--- src/rtl/jtag_tap_driver.sv ---
// jtag_tap_driver
//   JTAG host: turns one command (TAP reset, IR scan, DR scan <= 32 bits)
//   into a TCK/TMS/TDI sequence and returns the TDO bits captured during the
//   shift, right-aligned.
// Ports
//   clk_i, trst_ni                 system clock, async active-low reset
//   req_valid_i/req_ready_o        command handshake (ready only in IDLE)
//   req_op_i/req_len_i/req_data_i  op (00/11 reset, 01 IR, 10 DR), DR length,
//                                  TDI bits LSB first
//   rsp_valid_o/rsp_ready_i        response handshake
//   rsp_data_o                     captured TDO bits
//   tck_o/tms_o/tdi_o/tdo_i        JTAG pins
module jtag_tap_driver #(
  parameter int unsigned CLK_DIV  = 4,
  parameter int unsigned IR_WIDTH = 4
) (
  input  logic        clk_i,
  input  logic        trst_ni,
  input  logic        req_valid_i,
  output logic        req_ready_o,
  input  logic [1:0]  req_op_i,
  input  logic [5:0]  req_len_i,
  input  logic [31:0] req_data_i,
  output logic        rsp_valid_o,
  input  logic        rsp_ready_i,
  output logic [31:0] rsp_data_o,
  output logic        tck_o,
  output logic        tms_o,
  output logic        tdi_o,
  input  logic        tdo_i
);
  localparam int unsigned   DW       = (CLK_DIV > 1) ? $clog2(CLK_DIV) : 1;
  localparam logic [DW-1:0] DIV_LAST = DW'(CLK_DIV - 1);
  localparam logic [4:0]    IR_LAST  = 5'(IR_WIDTH - 1);

  typedef enum logic [2:0] {
    S_IDLE, S_RESET, S_NAV, S_SHIFT, S_EXIT, S_RESP
  } state_e;

  state_e        state_q, nxt_state;
  logic [DW-1:0] div_q;
  logic [4:0]    cnt_q, nxt_cnt, last_q, req_last;
  logic          op_reset_q, is_ir_q, synced_q, nxt_synced;
  logic          nxt_tms, nxt_tdi, req_is_rst;
  logic [31:0]   data_q;

  assign req_is_rst = (req_op_i == 2'b00) || (req_op_i == 2'b11);

  // Shift count minus one; out-of-range DR lengths collapse to 32.
  always_comb begin
    if (req_op_i == 2'b01)
      req_last = IR_LAST;
    else if (req_len_i == 6'd0 || req_len_i > 6'd32)
      req_last = 5'd31;
    else
      req_last = 5'(req_len_i - 6'd1);
  end

  // Position (state, cnt) reached after the current TCK completes, and the
  // TMS/TDI to present for that position's TCK.
  always_comb begin
    nxt_state  = state_q;
    nxt_cnt    = cnt_q + 5'd1;
    nxt_synced = synced_q;
    case (state_q)
      S_RESET: if (cnt_q == 5'd5) begin
        nxt_cnt    = 5'd0;
        nxt_synced = 1'b1;
        nxt_state  = op_reset_q ? S_RESP : S_NAV;
      end
      S_NAV:   if (cnt_q == (is_ir_q ? 5'd3 : 5'd2)) begin
        nxt_cnt   = 5'd0;
        nxt_state = S_SHIFT;
      end
      S_SHIFT: if (cnt_q == last_q) begin
        nxt_cnt   = 5'd0;
        nxt_state = S_EXIT;
      end
      S_EXIT:  if (cnt_q == 5'd1) begin
        nxt_cnt   = 5'd0;
        nxt_state = S_RESP;
      end
      default: ;
    endcase

    nxt_tms = 1'b0;
    nxt_tdi = 1'b0;
    case (nxt_state)
      S_RESET: nxt_tms = (nxt_cnt != 5'd5);                        // 5x1 then 0
      S_NAV:   nxt_tms = is_ir_q ? (nxt_cnt < 5'd2) : (nxt_cnt == 5'd0);
      S_SHIFT: begin
        nxt_tms = (nxt_cnt == last_q);                             // last bit -> Exit1
        nxt_tdi = data_q[nxt_cnt];
      end
      S_EXIT:  nxt_tms = (nxt_cnt == 5'd0);                        // Update, then RTI
      default: ;                                                   // parked in RTI
    endcase
  end

  always_ff @(posedge clk_i or negedge trst_ni) begin
    if (!trst_ni) begin
      state_q     <= S_IDLE;
      div_q       <= '0;
      cnt_q       <= '0;
      last_q      <= '0;
      op_reset_q  <= 1'b0;
      is_ir_q     <= 1'b0;
      synced_q    <= 1'b0;
      data_q      <= '0;
      req_ready_o <= 1'b1;
      rsp_valid_o <= 1'b0;
      rsp_data_o  <= '0;
      tck_o       <= 1'b0;
      tms_o       <= 1'b1;
      tdi_o       <= 1'b0;
    end else begin
      case (state_q)
        S_IDLE: if (req_valid_i) begin
          req_ready_o <= 1'b0;
          op_reset_q  <= req_is_rst;
          is_ir_q     <= (req_op_i == 2'b01);
          last_q      <= req_last;
          data_q      <= req_data_i;
          rsp_data_o  <= '0;
          cnt_q       <= '0;
          div_q       <= '0;
          tck_o       <= 1'b0;
          // First TCK of both RESET and NAV carries TMS=1.
          tms_o       <= 1'b1;
          tdi_o       <= 1'b0;
          state_q     <= (req_is_rst || !synced_q) ? S_RESET : S_NAV;
        end
        S_RESP: if (rsp_ready_i) begin
          rsp_valid_o <= 1'b0;
          req_ready_o <= 1'b1;
          state_q     <= S_IDLE;
        end
        default: begin
          if (div_q == DIV_LAST) begin
            div_q <= '0;
            tck_o <= ~tck_o;
            if (!tck_o) begin
              // Rising TCK: TDO was driven by the target at the last fall.
              if (state_q == S_SHIFT) rsp_data_o[cnt_q] <= tdo_i;
            end else begin
              // Falling TCK: start the next low phase with new TMS/TDI.
              state_q  <= nxt_state;
              cnt_q    <= nxt_cnt;
              synced_q <= nxt_synced;
              tms_o    <= nxt_tms;
              tdi_o    <= nxt_tdi;
              if (nxt_state == S_RESP) rsp_valid_o <= 1'b1;
            end
          end else begin
            div_q <= div_q + DW'(1);
          end
        end
      endcase
    end
  end

endmodule
--- config.mk ---
export PLATFORM = sky130hd
export DESIGN_NAME = jtag_tap_driver
export DESIGN_NICKNAME = d
export VERILOG_FILES = /design/src/rtl/jtag_tap_driver.sv
export SDC_FILE = /design/constraint.sdc
export NUM_CORES = 1
export LEC_CHECK = 0
export BUFFER_PORTS_ARGS = -buffer_cell sky130_fd_sc_hd__buf_2
export CAP_MARGIN = 20
export CELL_PAD_IN_SITES_DETAIL_PLACEMENT = 1
export CELL_PAD_IN_SITES_GLOBAL_PLACEMENT = 1
export CORE_UTILIZATION = 25
export CTS_BUF_LIST = sky130_fd_sc_hd__clkbuf_16
export DETAILED_ROUTE_END_ITERATION = 10
export GPL_TIMING_DRIVEN = 0
export PLACE_DENSITY = 0.61
export SYNTH_ARGS = -nofsm -noshare
export SYNTH_HDL_FRONTEND = slang
export SYNTH_SLANG_ARGS = --single-unit
--- constraint.sdc ---
create_clock -name clk_i -period 4 [get_ports clk_i]
set_input_delay 0.2 -clock clk_i [delete_from_list [all_inputs] [get_ports clk_i]]
set_output_delay 0.2 -clock clk_i [all_outputs]
set_load 0.05 [all_outputs]
==> key figures <==
Run status
  – Status: finished, final reports clean

Layout
  – Nets: between 700 and 800
  – Fin cells: 887
  – Most frequent cells in the layout: 135 x nand2_1, 85 x dfrtp_1, 81 x buf_2
  – Fin util: 0.3110
  – Inserted Diodes: 0
  – Most common cell after layout, fill and taps aside: nand2_1
  – Synthesis-to-layout area growth: 21.42%
  – Layout cells sized above 1: 0.1853
  – Final Cell Area: 5837 sq um

Placed design
  – RD Place Congestion: 0.8684
  – Hpwl dp: approximately 11 mm
  – PortBufs: 81
  – Placed instance area: 5535 sq um
  – Placed Cells: between 800 and 900

Clock network
  – CTS tree: done
  – Bufs on Longest Clock Path: 2
  – H-tree levels: 3
  – Number of buffers created by CTS: 9
  – Clk root buf: clkbuf_16
  – Post_cts resized: 0
  – # clock sinks: a little under 90
  – Post-CTS setup buffers: 0
  – Worst-path clk slew: roughly 0.070 ns
  – Skew-Pair Late Insertion Delay: around 0.35 ns
  – Hold buffers post-CTS: 1

STA
  – RSZ-0062 raised after global routing: false
  – Rel. slew slack: 0.3588
  – Hold Worst Slack: 0.03733 ns
  – Min Tclk post-route: approximately 3.5 ns
  – Clk_skew: roughly 0.01 ns
  – Worst Max-Slew Pin Slew: 0.9544 ns
  – Fin Setup TNS: 0 ns
  – Final number of setup-violating endpoints: 0
  – Max Slew Vio Count: 0
  – Max frequency: approximately 0.28 GHz
  – Crit share post-route: 0.8858
  – Endpoints failing hold: 0

Worst setup path
  – Crit path max fanout: 10
  – Kind of critical path: flop to flop
  – Startpoint Class: flop
  – Crit end category: flop
  – Critical Path RT: about 4.2 ns
  – Critical path data arrival time: 3.77 ns

Detailed routing
  – Vias: approximately 4.4k
  – Routed len/inst: around 17 um
  – Detailed Route WL: 15.33 mm
  – Top sig layer: met4
  – Via density: 5.000
  – Routed length on met1: between 7 and 8 mm
  – Iter 0 DRT Violations: 180
  – Routed length on met3: between 500 and 600 um
  – Residual DRC count: 0
  – DRT antenna net count: 0
  – DRT Pass-1 Iters: 4
  – Met2 routed WL: between 7 and 8 mm

Synthesis
  – Area contributors post-synth: dfrtp_1 44%, nand2_1 11%, o21ai_0 7.3%, a21oi_1 3.9%, clkbuf_1 2.3%
  – Yosys top cell by area: dfrtp_1
  – Post-Synthesis Cells: ~550
  – Synth async-reset ratio: 1.000
  – XOR/XNOR Fraction of Synth Area: 0.03462
  – Main synth FF type: dfrtp_1
  – Yosys cell types: between 60 and 70
  – Synth Area in Simple Gates: 0.2056
  – Syn_area_per_cell: ~8.7 sq um
  – Compound-Gate Fraction of Synth Area: 0.2007
  – Mapped Nets: 607
  – Number of synthesized flops with an enable pin: 0
  – Main combinational cell family by area after synthesis: simple AND/OR/NAND/NOR gates
  – Number of synthesized register bits: 87
  – Post-synthesis adder-cell area fraction: 0.02082
  – Post-Syn Area: between 4000 and 5000 sq um
  – Post-synth top area share: 0.4425
  – Synth warnings: 0
  – Seq/Total Area, Yosys: 0.4534
  – Mux cell area share after synthesis: 0.03774

Floorplanning
  – Initial Utilization: 0.2561
  – Die width: around 140 um
  – Core box area: about 19000 sq um
  – Die ar.: between 15000 and 20000 sq um
  – Row count: 50
  – Chip height: between 100 and 150 um
  – Boundary pin count: just over 80

Power
  – Pwr/cell area: 790.8 nW/um^2
  – VDD IR max: approximately 280 uV
  – Leakage power of the design: approximately 0.0027 uW

GRT
  – Largest net degree at the start of global routing: 54
  – Initial antenna violation count: 0
  – Overall Global Routing Usage: 0.1602
  – First-pass GRT wire length: roughly 25 mm
  – Number of global-route vias before repair: ~4.8k
  – Gr ovfl total: 0

Job
  – Max-cap viol count: 0

Min path
  – Min-delay worst type: input pin to flop
-- Yosys cell counts (3+ instances only) --
library cell    n
clkbuf_1       29
xor2_1          9
buf_6           6
mux4_2          4
xnor2_1        10
o21ai_0        70
a21o_1          4
o22ai_1         3
nand2b_1        5
a211oi_1        5
nor2b_1         5
a21oi_1        37
nor3_1         11
a31oi_1        13
nor3_2          3
mux2i_1         8
dfrtp_1        85
nand3_1        15
ha_1            8
and2_1          4
nor2_1         24
nand4_1         3
nand2_1       135
inv_1           9
a22o_1          4
-- cell type report --
type	count	area (sq um)
buffer	37	188.9
clock buffer	9	225.2
clock inverter	7	66.31
fill	2263	12930
inverter	10	37.54
multi-input combinational	420	2401
sequential	87	2180
tap	234	292.8
timing repair buffer	83	445.4
-- sequential cells by signal (all words and copies together) (netlist names) --
signal and count:
cnt_q 5, data_q 32, div_q 2, is_ir_q 1
last_q 5, op_reset_q 1, req_ready_o 1, rsp_data_o 32
rsp_valid_o 1, state_q 3, synced_q 1, tck_o 1
tdi_o 1, tms_o 1
-- routing by layer --
metal / global-route usage / up-vias
met4: 0.04462 / 0
li1: - / 2133
met2: 0.2807 / 99
met3: 0.03023 / 15
met5: 0 / -
met1: 0.2005 / 2188
-- through the flow --
stage                     worst slack [ns]  power (uW)
after global placement              0.4323        3730
after CTS                           0.3672        4672
after global routing                0.2057        4949
after detailed placement            0.3873        3812
final                               0.4567        4616
after floorplan                      1.239        3116
-- final timing paths --
path | from | end | slack, ns | cells after the start
min reg2reg | synced_q$_DFFE_PN0P_ | synced_q$_DFFE_PN0P_ | 0.47 | 1
max reg2reg | cnt_q[0]$_DFFE_PN0P_ | tdi_o$_DFFE_PN0P_ | 0.46 | 10
min | req_data_i[19] | data_q[19]$_DFFE_PN0P_ | 0.04 | 3
max in group asynchronous | trst_ni | rsp_data_o[27]$_DFFE_PN0P_ | 2.98 | 3
max | cnt_q[0]$_DFFE_PN0P_ | tdi_o$_DFFE_PN0P_ | 0.46 | 10
min in group asynchronous | trst_ni | div_q[1]$_DFFE_PN0P_ | 0.38 | 2
-- critical path, cell delays in order (launching register included) --
cell and delay [ns]:
dfrtp_1 0.38, buf_4 0.22, clkinv_1 0.37, ha_1 0.46, clkbuf_1 0.39, mux4_2 0.59, a2111oi_0 0.53, a41oi_1 0.08
mux2i_1 0.20, o21a_1 0.15, a31oi_1 0.04
-- cell families after synthesis --
family,count (synthesis)
AO/OA/AOI/OAI,161
XOR/XNOR,19
adder cells (fa/ha/maj),8
buffers and inverters,47
flip-flops,87
multiplexers,13
AND/OR/NAND/NOR,219
-- power breakdown --
part | total [uW] | switching, uW | leakage (uW) | internal [uW]
registers | 1420 | 224 | 0.00113 | 1200
logic | 2350 | 1530 | 0.00143 | 828
clock network | 838 | 359 | 0.000144 | 479
total | 4620 | 2110 | 0.00270 | 2510
Note: power is estimated with default switching activity, not from simulation.
